**config.mk**
```make
export PLATFORM = sky130hd
export DESIGN_NAME = ste_edge_deb
export DESIGN_NICKNAME = d
export VERILOG_FILES = /design/src/rtl/ste_edge_pkg.sv /design/src/rtl/ste_edge_deb_ch.sv /design/src/rtl/ste_edge_deb.sv
export SDC_FILE = /design/constraint.sdc
export NUM_CORES = 1
export LEC_CHECK = 0
export BUFFER_PORTS_ARGS = -buffer_cell sky130_fd_sc_hd__buf_2
export CAP_MARGIN = 20
export CORE_ASPECT_RATIO = 1.75
export CORE_UTILIZATION = 43
export CTS_CLUSTER_DIAMETER = 80
export CTS_CLUSTER_SIZE = 8
export DETAILED_ROUTE_END_ITERATION = 16
export SYNTH_ARGS = -nofsm -noshare
export SYNTH_HDL_FRONTEND = slang
export SYNTH_SLANG_ARGS = --single-unit
```
**constraint.sdc**
```tcl
create_clock -name clk -period 2.3 [get_ports clk]
set_input_delay 0 -clock clk [delete_from_list [all_inputs] [get_ports clk]]
set_output_delay 0 -clock clk [all_outputs]
set_load 0.01 [all_outputs]
```
**src/rtl/ste_edge_pkg.sv**
```systemverilog
// Shared types and helpers for the multi-channel debounced edge detector.
package ste_edge_pkg;

  typedef enum logic [1:0] {
    EDGE_OFF  = 2'b00,
    EDGE_RISE = 2'b01,
    EDGE_FALL = 2'b10,
    EDGE_BOTH = 2'b11
  } edge_mode_e;

  // All-ones value of a w-bit saturating counter.
  function automatic int unsigned sat_max(input int unsigned w);
    return (w >= 32) ? 32'hFFFF_FFFF : ((32'd1 << w) - 32'd1);
  endfunction

endpackage

```
**src/rtl/ste_edge_deb_ch.sv**
```systemverilog
// One channel: input synchroniser, debounce filter and polarity-qualified edge pulse.
module ste_edge_deb_ch
  import ste_edge_pkg::*;
#(
  parameter int SYNC_STAGES = 2,
  parameter int DEB_W       = 8
) (
  input  logic             clk,
  input  logic             reset_ni,
  input  logic             din_i,
  input  edge_mode_e       mode_i,
  input  logic [DEB_W-1:0] deb_len_i,
  output logic             level_o,
  output logic             edge_o
);

  logic             sync;
  logic             flt, flt_dly;
  logic [DEB_W-1:0] dcnt;
  logic             rise, fall;

  if (SYNC_STAGES == 0) begin : g_nosync
    assign sync = din_i;
  end else begin : g_sync
    logic [SYNC_STAGES-1:0] chain;
    always_ff @(posedge clk or negedge reset_ni) begin
      if (!reset_ni) begin
        chain <= '0;
      end else begin
        chain[0] <= din_i;
        for (int i = 1; i < SYNC_STAGES; i++) chain[i] <= chain[i-1];
      end
    end
    assign sync = chain[SYNC_STAGES-1];
  end

  // >= (not ==) so a shortened deb_len_i mid-count commits on the next cycle.
  always_ff @(posedge clk or negedge reset_ni) begin
    if (!reset_ni) begin
      flt     <= 1'b0;
      flt_dly <= 1'b0;
      dcnt    <= '0;
    end else begin
      flt_dly <= flt;
      if (sync == flt) begin
        dcnt <= '0;
      end else if (dcnt >= deb_len_i) begin
        flt  <= sync;
        dcnt <= '0;
      end else begin
        dcnt <= dcnt + DEB_W'(1);
      end
    end
  end

  assign rise    = flt & ~flt_dly;
  assign fall    = ~flt & flt_dly;
  assign level_o = flt;

  always_comb begin
    edge_o = 1'b0;
    case (mode_i)
      EDGE_RISE: edge_o = rise;
      EDGE_FALL: edge_o = fall;
      EDGE_BOTH: edge_o = rise | fall;
      default:   edge_o = 1'b0;
    endcase
  end

endmodule

```
**src/rtl/ste_edge_deb.sv**
```systemverilog
// Multi-channel debounced edge detector with sticky pending flags and combined irq.
// Define STE_EDGE_CNT_EN to add per-channel saturating event counters on cnt_o.
module ste_edge_deb
  import ste_edge_pkg::*;
#(
  parameter int CH          = 4,
  parameter int SYNC_STAGES = 2,
  parameter int DEB_W       = 8,
  parameter int CNT_W       = 8
) (
  input  logic                clk,
  input  logic                reset_ni,
  input  logic [CH-1:0]       din_i,
  input  logic [2*CH-1:0]     mode_i,
  input  logic [DEB_W-1:0]    deb_len_i,
  input  logic [CH-1:0]       pend_clr_i,
  output logic [CH-1:0]       level_o,
  output logic [CH-1:0]       edge_o,
  output logic [CH-1:0]       pend_o,
`ifdef STE_EDGE_CNT_EN
  output logic [CH*CNT_W-1:0] cnt_o,
`endif
  output logic                irq_o
);

  logic [CH-1:0] pend_q;

  for (genvar g = 0; g < CH; g++) begin : g_ch
    ste_edge_deb_ch #(
      .SYNC_STAGES(SYNC_STAGES),
      .DEB_W      (DEB_W)
    ) u_ch (
      .clk      (clk),
      .reset_ni (reset_ni),
      .din_i    (din_i[g]),
      .mode_i   (edge_mode_e'(mode_i[2*g +: 2])),
      .deb_len_i(deb_len_i),
      .level_o  (level_o[g]),
      .edge_o   (edge_o[g])
    );
  end

  // Set beats clear so an edge coinciding with a clear is never lost.
  always_ff @(posedge clk or negedge reset_ni) begin
    if (!reset_ni) pend_q <= '0;
    else           pend_q <= edge_o | (pend_q & ~pend_clr_i);
  end

  assign pend_o = pend_q;
  assign irq_o  = |pend_q;

`ifdef STE_EDGE_CNT_EN
  localparam logic [CNT_W-1:0] CntMax = CNT_W'(sat_max(CNT_W));

  logic [CH-1:0][CNT_W-1:0] cnt_q;

  always_ff @(posedge clk or negedge reset_ni) begin
    if (!reset_ni) begin
      cnt_q <= '0;
    end else begin
      for (int c = 0; c < CH; c++) begin
        if (pend_clr_i[c])                       cnt_q[c] <= edge_o[c] ? CNT_W'(1) : '0;
        else if (edge_o[c] && cnt_q[c] != CntMax) cnt_q[c] <= cnt_q[c] + CNT_W'(1);
      end
    end
  end

  assign cnt_o = cnt_q;
`endif

endmodule

```
Word-level counts from Yosys, hierarchy flattened
Cells that the tools add are included.
- bits in latches: 0
- bits in writable memories: 0
- logic and storage cells: 85
- memory bits (read-only): 0
- input bits: 26
- output and inout bits: 13
- memories kept: 0
- register bits after elaboration: 52
- mux-type cells: 12
- add/subtract/negate cells: 4
- $mul: 0
- reductions and logical operators: 5
- div/mod/pow operators: 0
- bitwise operators: 27
- shift-type cells: 0
- magnitude comparators: 4
- equality and inequality tests: 16
- operators by type and width (cell ; number):
    $mux 8 ; 8
    $add 8x1->8 const B ; 4
    $ge 8x8->1 ; 4
    $eq 2x2->1 const B ; 8
    $not 1->1 ; 12
    $pmux 1 s3 ; 4
    $and 1x1->1 ; 8
    $eq 2x1->1 const B ; 4
    $reduce_and 2->1 ; 4
    $and 4x4->4 ; 1
    $eq 1x1->1 ; 4
    $not 4->4 ; 1
    $or 1x1->1 ; 4
    $or 4x4->4 ; 1
    $reduce_or 4->1 ; 1

Longest topological paths before layout
Gate-level depths: netlist of the first run.
- word-level depth: 5
- mapped depth: 7
- mapped depth without buffers: 6

Modules after synthesis
A second synthesis of the first run with hierarchy kept.
- cell total of the unflattened synthesis: 317
- area, all modules: 3211.8 sq um
- modules (own cells, without submodules) (module ; cells each ; times used ; seq. area each (sq um) ; area an instance (sq um)):
    ste_edge_deb_ch ; 76 ; 4 ; 300.3 ; 764.5
    ste_edge_deb ; 13 ; 1 ; 100.1 ; 153.9

Worst setup path before layout of the first run
No wires, ideal clock.
- path kind: register to register
- start point: register g_ch[3].u_ch.dcnt[0]
- end point: register g_ch[3].u_ch.flt
- path buffers: 0
- required time: 2175 ps
- clock period less this slack: 1690 ps
- arrival: 1564 ps
- cell stages (with the launch flop): 7
- slack: 610 ps
- library setup time: 125 ps
- cells stage by stage: dfrtp_1 inv_1 ha_1 nand2b_4 a2111oi_4 o31ai_2 mux2_4
- longest elaborated chain between the ends: 2
- RTL lines (what ; RTL line ; source):
    start: declaration ; ste_edge_deb_ch.sv:19 ; logic [DEB_W-1:0] dcnt;
    start signal: assignment ; ste_edge_deb_ch.sv:51 ; dcnt <= dcnt + DEB_W'(1);
    $ge 8x8->1 ; ste_edge_deb_ch.sv:47 ; end else if (dcnt >= deb_len_i) begin
    $reduce_and 2->1 (no source line) ; -- ;
    end signal: assignment ; ste_edge_deb_ch.sv:48 ; flt <= sync;
    end: declaration ; ste_edge_deb_ch.sv:18 ; logic flt, flt_dly;
No other way between the ends.
A chain may end at the register's enable or synchronous reset.

Worst setup path in the final report of the first run
Ends and elaborated chain as after synthesis.

==> flow_metrics.tcl, run 1 <==
set metrics [dict create \
    cp_slowest_cell "a2111oi_4" \
    dp_cells 409 \
    internal_power_mw 2.04 \
    synthTopCellsByArea "dfrtp_1 42%, ha_1 18%, xor2_1 5.0%" \
    path_clk_slew_ps 60 \
    synth_common_cells "52 x dfrtp_1, 44 x ha_1, 31 x inv_1" \
    synth_flop_cell "dfrtp_1" \
    worst_ep_required_time_ps 2480 \
    yosysWarnings 0 \
    firstDrtPassIters 4 \
    synth_compound_area_frac 0.118 \
    power.total_mw 3.09 \
    final_area_um2 3620 \
    clock_tree.buffer_depth 2 \
    drc 0 \
    setup.worst_path.start "g_ch[3].u_ch.dcnt[0]$_DFF_PN0_" \
    diodes 0 \
    worstSetupStartpointType "flop" \
    arrival_ps 1950 \
    wl_per_cell_um 14.0 \
    clock.fmax_mhz 563 \
    ioPinCount 39 \
    drive_above_1_share 0.166 \
    core_um2 6960 \
    ys_seq_area_frac 0.417 \
    place_ws_ps 533 \
    p_sw_mw 1.05 \
    post_dp_cell_area_um2 3370 \
    nNetsFinal 413 \
    pwr_density_cell_nw_per_um2 852 \
    ant_nets 0 \
    r2r-start "g_ch[3].u_ch.dcnt[0]$_DFF_PN0_" \
    dp_hpwl_mm 4.50 \
    crit_type "reg2reg" \
    grt_setup_unrepaired "no" \
    synth_cell_types 32 \
    min_period_ps 1780 \
    async_reset_ff_frac 1.00 \
    antenna_found_initial 0 \
    report.final.slew_viol_count 0 \
    reg2reg_slack_ps 520 \
    synth.avg_cell_area_um2 10.6 \
    ir_drop_v 0.000384 \
    synth.most_common_cell "dfrtp_1" \
    hold_class "in2reg" \
    synth_simple_gate_area_frac 0.138 \
    worstPathCellList "inv_1, ha_1, nand2b_4, a2111oi_4, o31ai_2, mux2_4" \
    cap_violations 0 \
    synth-adder-area-share 0.176 \
    die_h_um 115 \
    synth_top_cell_by_area "dfrtp_1" \
    p_seq_frac 0.413 \
    clockPowerShare 0.244 \
    fin_util 0.521 \
    cts_buffers 5 \
    fin_crit_sh 0.772 \
    grt_pass1_wl_mm 10.3 \
    syn_inst 294 \
    worst_slack_ps 523 \
    cts_tree "built" \
    grt-ovfl-total 0 \
    tightest_slew_ps 867 \
    whs_ps 91.2 \
    via_count 2258 \
    grt_start_max_net_pins 40 \
    die_x_um 66.4 \
    reg2reg_depth 6 \
    critPathMaxFanout 4 \
    tns_ps 0 \
    drtIter0Drc 44 \
    combPwrFrac 0.343 \
    port_buffers 38 \
    rows 40 \
    ys_ff_latch 52 \
    slew-limit-headroom 0.422 \
    cp_slowest_stage_delay_ps 420 \
    synth_mux_area_frac 0.0160 \
    viasPerCell 5.28 \
    track_usage 0.182 \
    start_util 0.449 \
    syn-cell-area_um2 3120 \
    clock-sinks 52 \
    htree_num_levels 2 \
    grt_pass1_vias 2249 \
    clock_skew_ps 3.15 \
    sw_frac_of_total 0.340 \
    insertion_delay_ps 290 \
    syn-num-nets 364 \
    gp_congestion 0.772 \
    wl_mm 5.98 \
    setup-violations-final 0 \
    regToRegEndpoint "g_ch[3].u_ch.level_o$_DFFE_PN0P_" \
    cts_root_buf "clkbuf_16" \
    area_growth_pct 16.0 \
    outcome "finished, final reports clean" \
    synth-xor-area-share 0.0785 \
    finalHoldViolations 0 \
    synth_top_family_by_area "adder cells" \
    die_area_um2 7620 \
    fin_cells 428 \
    yosys.area.top_type_share 0.417 \
    synth_edf_count 0 \
    worstSetupEndpoint "g_ch[3].u_ch.level_o$_DFFE_PN0P_" \
    critPathCaptureType "flop" \
    power.leakage_nw 1.83 \
]
cell usage in the layout, fill, tap and decap left out, types with 4 or more instances in the layout:
master          n
buf_2          38
a21o_1          4
and3_1         10
a21oi_1         4
inv_1          31
dfrtp_1        52
xor2_1         18
nand4_1         5
nand2_1        14
ha_1           44
clkbuf_16       5
o21a_1          4
o31ai_2         4
nor2_1         18
nand3_1        16
xnor2_1        10
nor3_1         14
dlygate4sd3_1  11
o211ai_1        6
o21ai_0         4
final cells by class:
type	count	area [µm²]
inverter	31	116
multi-input combinational	203	1650
clock buffer	8	146
timing repair buffer	50	308
fill	675	3330
sequential	52	1300
tap	84	105
repair_timing:
| item | in CTS | in global routing |
|---|---|---|
| resized for setup | 0 | 0 |
| endpoints found under the hold margin | 46 | 0 |
| buffers inserted | 0 | 0 |
| hold buffers | 11 | 0 |
state kept, by name, summed over array words and instances, names as in the netlist:
name / flops
g_ch.u_ch.dcnt: 32
pend_o: 4
g_ch.u_ch.flt_dly: 4
g_ch.u_ch.g_sync.chain: 8
g_ch.u_ch.level_o: 4
power groups by stage:
stage	logic [mW]	registers [mW]	clock network (mW)
global placement	1.00	1.28	0
finish	1.06	1.27	0.755
global route	1.22	1.31	0.812
floorplan	0.812	1.26	0
CTS	1.08	1.28	0.782
detailed placement	1.03	1.29	0
worst min-delay path by stage:
stage | start | endpoint | cells after the start
final | mode_i[6] | pend_o[3]$_DFF_PN0_ | 3
after global routing | mode_i[4] | pend_o[2]$_DFF_PN0_ | 3
after CTS | mode_i[6] | pend_o[3]$_DFF_PN0_ | 3
after detailed placement | din_i[3] | g_ch[3].u_ch.g_sync.chain[0]$_DFF_PN0_ | 1
after global placement | din_i[0] | g_ch[0].u_ch.g_sync.chain[0]$_DFF_PN0_ | 1
after floorplan | reset_ni | g_ch[0].u_ch.dcnt[0]$_DFF_PN0_ | 0
kinds of logic after synthesis:
kind of cell,Yosys count
and+or+nand+nor,85
DFF,52
adders and majority gates,44
AOI/OAI and AO/OA,42
buffers and inverters,39
xor gates and xnor gates,28
muxes,4
worst max-delay path: cells and delay by family, from the launching register on:
family                   cells  cell delay (ps)
AO/OA/AOI/OAI                2              530
AND/OR/NAND/NOR              1              150
adder cells (fa/ha/maj)      1              260
flip-flops                   1              380
buffers and inverters        1               60
multiplexers                 1              300
layer usage:
metal	global-route usage	part of all wire	wire length, µm
met5	0	0	0
met4	0.0780	0.021	126
met3	0.0298	0.027	163
met2	0.333	0.55	3260
met1	0.203	0.41	2430
(Power assumes the default switching activity.)
==> run 2: changes to the inputs <==
==> constraint.sdc (replaced) <==
create_clock -name clk -period 1.8 [get_ports clk]
set_input_delay 0 -clock clk [delete_from_list [all_inputs] [get_ports clk]]
set_output_delay 0 -clock clk [all_outputs]
set_load 0.01 [all_outputs]
==> flow_metrics.tcl, run 2 (synthesized netlist as in run 1, its figures left out) <==
set metrics [dict create \
    hold_class "in2reg" \
    die_h_um 115 \
    die_x_um 66.4 \
    crit_type "reg2reg" \
    worstSetupStartpointType "flop" \
    worst_ep_required_time_ps 1970 \
    arrival_ps 1900 \
    clock-sinks 52 \
    clock_skew_ps 6.63 \
    htree_num_levels 2 \
    viasPerCell 5.16 \
    critPathMaxFanout 2 \
    fin_cells 437 \
    die_area_um2 7620 \
    tightest_slew_ps 511 \
    clock.fmax_mhz 581 \
    antenna_found_initial 0 \
    via_count 2257 \
    insertion_delay_ps 290 \
    reg2reg_depth 6 \
    cts_buffers 5 \
    critPathCaptureType "flop" \
    ioPinCount 39 \
    r2r-start "g_ch[1].u_ch.dcnt[0]$_DFF_PN0_" \
    power.total_mw 4.02 \
    drc 0 \
    core_um2 6960 \
    wl_per_cell_um 14.2 \
    diodes 0 \
    holdPathStages 3 \
    drive_above_1_share 0.193 \
    finalHoldViolations 0 \
    grt_pass1_vias 2231 \
    area_growth_pct 18.9 \
    holdCritStartpoint "mode_i[3]" \
    power.leakage_nw 1.89 \
    cap_violations 0 \
    ir_drop_v 0.000588 \
    grt_start_max_net_pins 34 \
    clock_tree.buffer_depth 2 \
    path_clk_slew_ps 70 \
    cts_tree "built" \
    nNetsFinal 423 \
    wl_mm 6.19 \
    gp_congestion 0.776 \
    outcome "finished, final reports clean" \
    drtIter0Drc 53 \
    regToRegEndpoint "g_ch[1].u_ch.level_o$_DFFE_PN0P_" \
    slew-limit-headroom 0.659 \
    firstDrtPassIters 4 \
    grt_pass1_wl_mm 10.1 \
    largest-register "g_ch.u_ch.dcnt" \
    largest_reg_flops 32 \
    track_usage 0.178 \
    setup-violations-final 0 \
    report.final.slew_viol_count 0 \
    ant_nets 0 \
    reg2reg_slack_ps 80 \
    hold_path_end "pend_o[1]$_DFF_PN0_" \
    rows 40 \
    dp_hpwl_mm 4.62 \
    port_buffers 38 \
    start_util 0.449 \
    mostFrequentLayoutCell "dfrtp_1" \
    final_area_um2 3710 \
    largest_registers "g_ch.u_ch.dcnt: 32 flops, g_ch.u_ch.g_sync.chain: 8 flops" \
    grt-ovfl-total 0 \
    min_period_ps 1720 \
    post_dp_cell_area_um2 3450 \
    tns_ps 0 \
    dp_cells 418 \
    mostFrequentLayoutCells "52 x dfrtp_1, 44 x ha_1, 38 x buf_2, 31 x inv_1" \
    pwr_density_cell_nw_per_um2 1080 \
    cts_root_buf "clkbuf_16" \
    fin_crit_sh 0.957 \
]
-- run 2: cell types whose count changed in the layout (fill, tap and decap cells not counted), sizes merged --
cell / delta
clkinv: +1
buf: +10
clkbuf: -2
-- run 2: worst max-delay path by stage --
stage                              startpoint                               end  slack (ps)  depth (start not counted)
2_1_floorplan  g_ch[3].u_ch.dcnt[0]$_DFF_PN0_  g_ch[3].u_ch.level_o$_DFFE_PN0P_         110                          6
3_3_place_gp   g_ch[0].u_ch.dcnt[1]$_DFF_PN0_  g_ch[0].u_ch.level_o$_DFFE_PN0P_         100                          5
3_5_place_dp   g_ch[0].u_ch.dcnt[1]$_DFF_PN0_  g_ch[0].u_ch.level_o$_DFFE_PN0P_          50                          5
4_1_cts        g_ch[0].u_ch.dcnt[1]$_DFF_PN0_  g_ch[0].u_ch.level_o$_DFFE_PN0P_          40                          5
5_1_grt        g_ch[1].u_ch.dcnt[7]$_DFF_PN0_    g_ch[1].u_ch.dcnt[4]$_DFF_PN0_          -4                          6
6_report       g_ch[1].u_ch.dcnt[0]$_DFF_PN0_  g_ch[1].u_ch.level_o$_DFFE_PN0P_          80                          6
-- run 2: layer usage --
metal / GRT usage / vias to the layer above / part of all wire
li1: - / 1137 / -
met1: 0.203 / 1064 / 0.43
met2: 0.315 / 43 / 0.52
met3: 0.0298 / 13 / 0.027
met4: 0.0865 / 0 / 0.028
met5: 0 / - / 0
-- run 2: layout make-up --
| class | count | area [µm²] |
|---|---|---|
| Clock buffer | 6 | 129 |
| Clock inverter | 1 | 5.00 |
| Fill cell | 643 | 3240 |
| Inverter | 31 | 116 |
| Multi-Input combinational cell | 203 | 1660 |
| Sequential cell | 52 | 1300 |
| Tap cell | 84 | 105 |
| Timing Repair Buffer | 60 | 395 |
-- run 2: where the power goes --
| part | switching, mW | leakage [nW] | internal (mW) | total (mW) |
|---|---|---|---|---|
| clock network | 0.402 | 0.0667 | 0.506 | 0.908 |
| logic | 0.779 | 1.13 | 0.736 | 1.51 |
| registers | 0.197 | 0.687 | 1.40 | 1.60 |
| total | 1.38 | 1.89 | 2.64 | 4.02 |
-- run 2: metrics by stage --
stage,hold slack [ps],worst slack (ps),utilization
3_3_place_gp,6.24,103,0.495
5_1_grt,91.1,-3.83,0.534
3_5_place_dp,-0.220,48.4,0.495
2_1_floorplan,-296,110,-
4_1_cts,72.3,38.0,0.530
6_report,43.6,78.2,0.534
-- run 2: critical path, stage by stage (launching register included) --
cell       delay (ps)
dfrtp_1           350
inv_1              50
ha_1              260
nand2b_4          150
a2111oi_4         400
o31ai_2           100
mux2_4            300
-- run 2: repair_timing --
| item | 4_1_cts | 5_1_grt |
|---|---|---|
| hold buffers | 11 | 1 |
| gates resized for setup | 0 | 2 |
| endpoints found under the hold margin | 27 | 1 |
| setup buffers | 0 | 1 |
| endpoints found under the setup margin | 0 | 17 |
==> run 3: changes to the inputs <==
--- a/config.mk
+++ b/config.mk
@@ -5,7 +5,7 @@
 export SDC_FILE = /design/constraint.sdc
 export NUM_CORES = 1
 export LEC_CHECK = 0
-export BUFFER_PORTS_ARGS = -buffer_cell sky130_fd_sc_hd__buf_2
+export BUFFER_PORTS_ARGS = -buffer_cell sky130_fd_sc_hd__buf_4
 export CAP_MARGIN = 20
 export CORE_ASPECT_RATIO = 1.75
 export CORE_UTILIZATION = 43
==> flow_metrics.tcl, run 3 (synthesized netlist as in run 1, its figures left out) <==
set metrics [dict create \
    setup-violations-final 0 \
    core_um2 6960 \
    setup.worst_path.start "g_ch[1].u_ch.dcnt[0]$_DFF_PN0_" \
    insertion_delay_ps 300 \
    arrival_ps 1900 \
    antenna_found_initial 0 \
    clock_tree.buffer_depth 2 \
    clock_skew_ps 6.85 \
    pwr_density_cell_nw_per_um2 1070 \
    nFillCells 659 \
    rows 40 \
    fin_crit_sh 0.952 \
    r2r-start "g_ch[1].u_ch.dcnt[0]$_DFF_PN0_" \
    wl_per_cell_um 14.1 \
    firstDrtPassIters 4 \
    drc 0 \
    drive_above_1_share 0.186 \
    cts_root_buf "clkbuf_16" \
    power.total_mw 4.02 \
    cts_setup_buffers 0 \
    outcome "finished, final reports clean" \
    cap_violations 0 \
    grt_pass1_wl_mm 10.1 \
    worstPathCellList "inv_1, ha_1, nand2b_4, a2111oi_4, o31ai_2, mux2_4" \
    critPathMaxFanout 2 \
    drtIter0Drc 70 \
    worstSetupStartpointType "flop" \
    critPathBufInv 1 \
    ioPinCount 39 \
    worst_ep_required_time_ps 1980 \
    area_growth_pct 20.5 \
    min_period_ps 1710 \
    multiInputGateArea_um2 1650 \
    critPathCaptureType "flop" \
    holdCritStartpoint "mode_i[3]" \
    die_x_um 66.4 \
    ant_nets 0 \
    cts_buffers 5 \
    diodes 0 \
    crit_type "reg2reg" \
    htree_num_levels 2 \
    path_clk_slew_ps 60 \
    cts_tree "built" \
    nNetsFinal 421 \
    grt_start_max_net_pins 53 \
    cp_slowest_cell "a2111oi_4" \
    finalHoldViolations 0 \
    mostFrequentLayoutCells "52 x dfrtp_1, 47 x buf_4, 44 x ha_1, 31 x inv_1" \
    largest-register "g_ch.u_ch.dcnt" \
    dp_hpwl_mm 4.57 \
    gp_congestion 0.764 \
    clock-sinks 52 \
    ir_drop_v 0.000534 \
    viasPerCell 5.26 \
    via_count 2278 \
    cp_slowest_stage_delay_ps 400 \
    hold_class "in2reg" \
    grt_setup_unrepaired "no" \
    largest_reg_flops 32 \
    grt_pass1_vias 2234 \
    port_buffers 38 \
    start_util 0.449 \
    grt-ovfl-total 0 \
    mostFrequentLayoutCell "dfrtp_1" \
    report.final.slew_viol_count 0 \
    tns_ps 0 \
    largest_registers "g_ch.u_ch.dcnt: 32 flops, g_ch.u_ch.g_sync.chain: 8 flops" \
    die_area_um2 7620 \
    power.leakage_nw 1.89 \
    clock.fmax_mhz 583 \
    seq_area_um2 1300 \
    die_h_um 115 \
    tightest_slew_ps 673 \
    wl_mm 6.12 \
    path_delay_family "compound AO/OA/AOI/OAI gates" \
    slew-limit-headroom 0.551 \
    track_usage 0.179 \
]
## run 3: power breakdown
group | internal (mW) | switching, mW | total, mW
combinational | 0.781 | 0.740 | 1.52
clock | 0.493 | 0.402 | 0.895
sequential | 1.40 | 0.209 | 1.61
## run 3: repair_timing
action | 4_1_cts | 5_1_grt
endpoints found under the hold margin | 60 | 1
hold buffers | 11 | 1
resized for setup | 0 | 1
endpoints found under the setup margin | 0 | 7
## run 3: worst paths after layout
| check | to | slack, ps | cells past startpoint |
|---|---|---|---|
| min in group asynchronous | pend_o[1]$_DFF_PN0_ | 280 | 2 |
| worst min-delay path | pend_o[1]$_DFF_PN0_ | 40 | 3 |
| worst min register to register | g_ch[1].u_ch.g_sync.chain[1]$_DFF_PN0_ | 350 | 0 |
| worst max-delay path | g_ch[1].u_ch.level_o$_DFFE_PN0P_ | 90 | 6 |
| worst max register to register | g_ch[1].u_ch.level_o$_DFFE_PN0P_ | 90 | 6 |
| max in group asynchronous | g_ch[2].u_ch.dcnt[2]$_DFF_PN0_ | 1070 | 2 |
## run 3: per-stage QoR
stage                     setup slack (ps)  instance area (µm²)  utilization  hold slack, ps  cells
final                                 85.6                 3760        0.541            43.8    433
after global routing                  16.6                 3760        0.541            89.4    433
after CTS                             32.0                 3760        0.540            71.2    433
after detailed placement              36.6                 3520        0.506            90.4    417
after global placement                61.6                 3520        0.506            87.8    417
after floorplan                        110                 3120            -            -296    294
## run 3: tightest hold or removal path, cell delays in order
cell	delay, ps
buf_4	90
nand2_1	50
o221ai_1	160
## run 3: final cells by class
class | instances | area share
clock buffer | 5 | 0.0333
sequential | 52 | 0.346
multi-input combinational | 203 | 0.439
timing repair buffer | 58 | 0.123
inverter | 31 | 0.0309
tap | 84 | 0.0279
## run 3: layer usage
layer	vias up	routed length, µm	track usage	share of wire
met4	0	119	0.0766	0.019
met2	36	3330	0.335	0.54
met3	8	169	0.0298	0.028
li1	1142	-	-	-
met5	-	0	0	0
met1	1092	2500	0.193	0.41
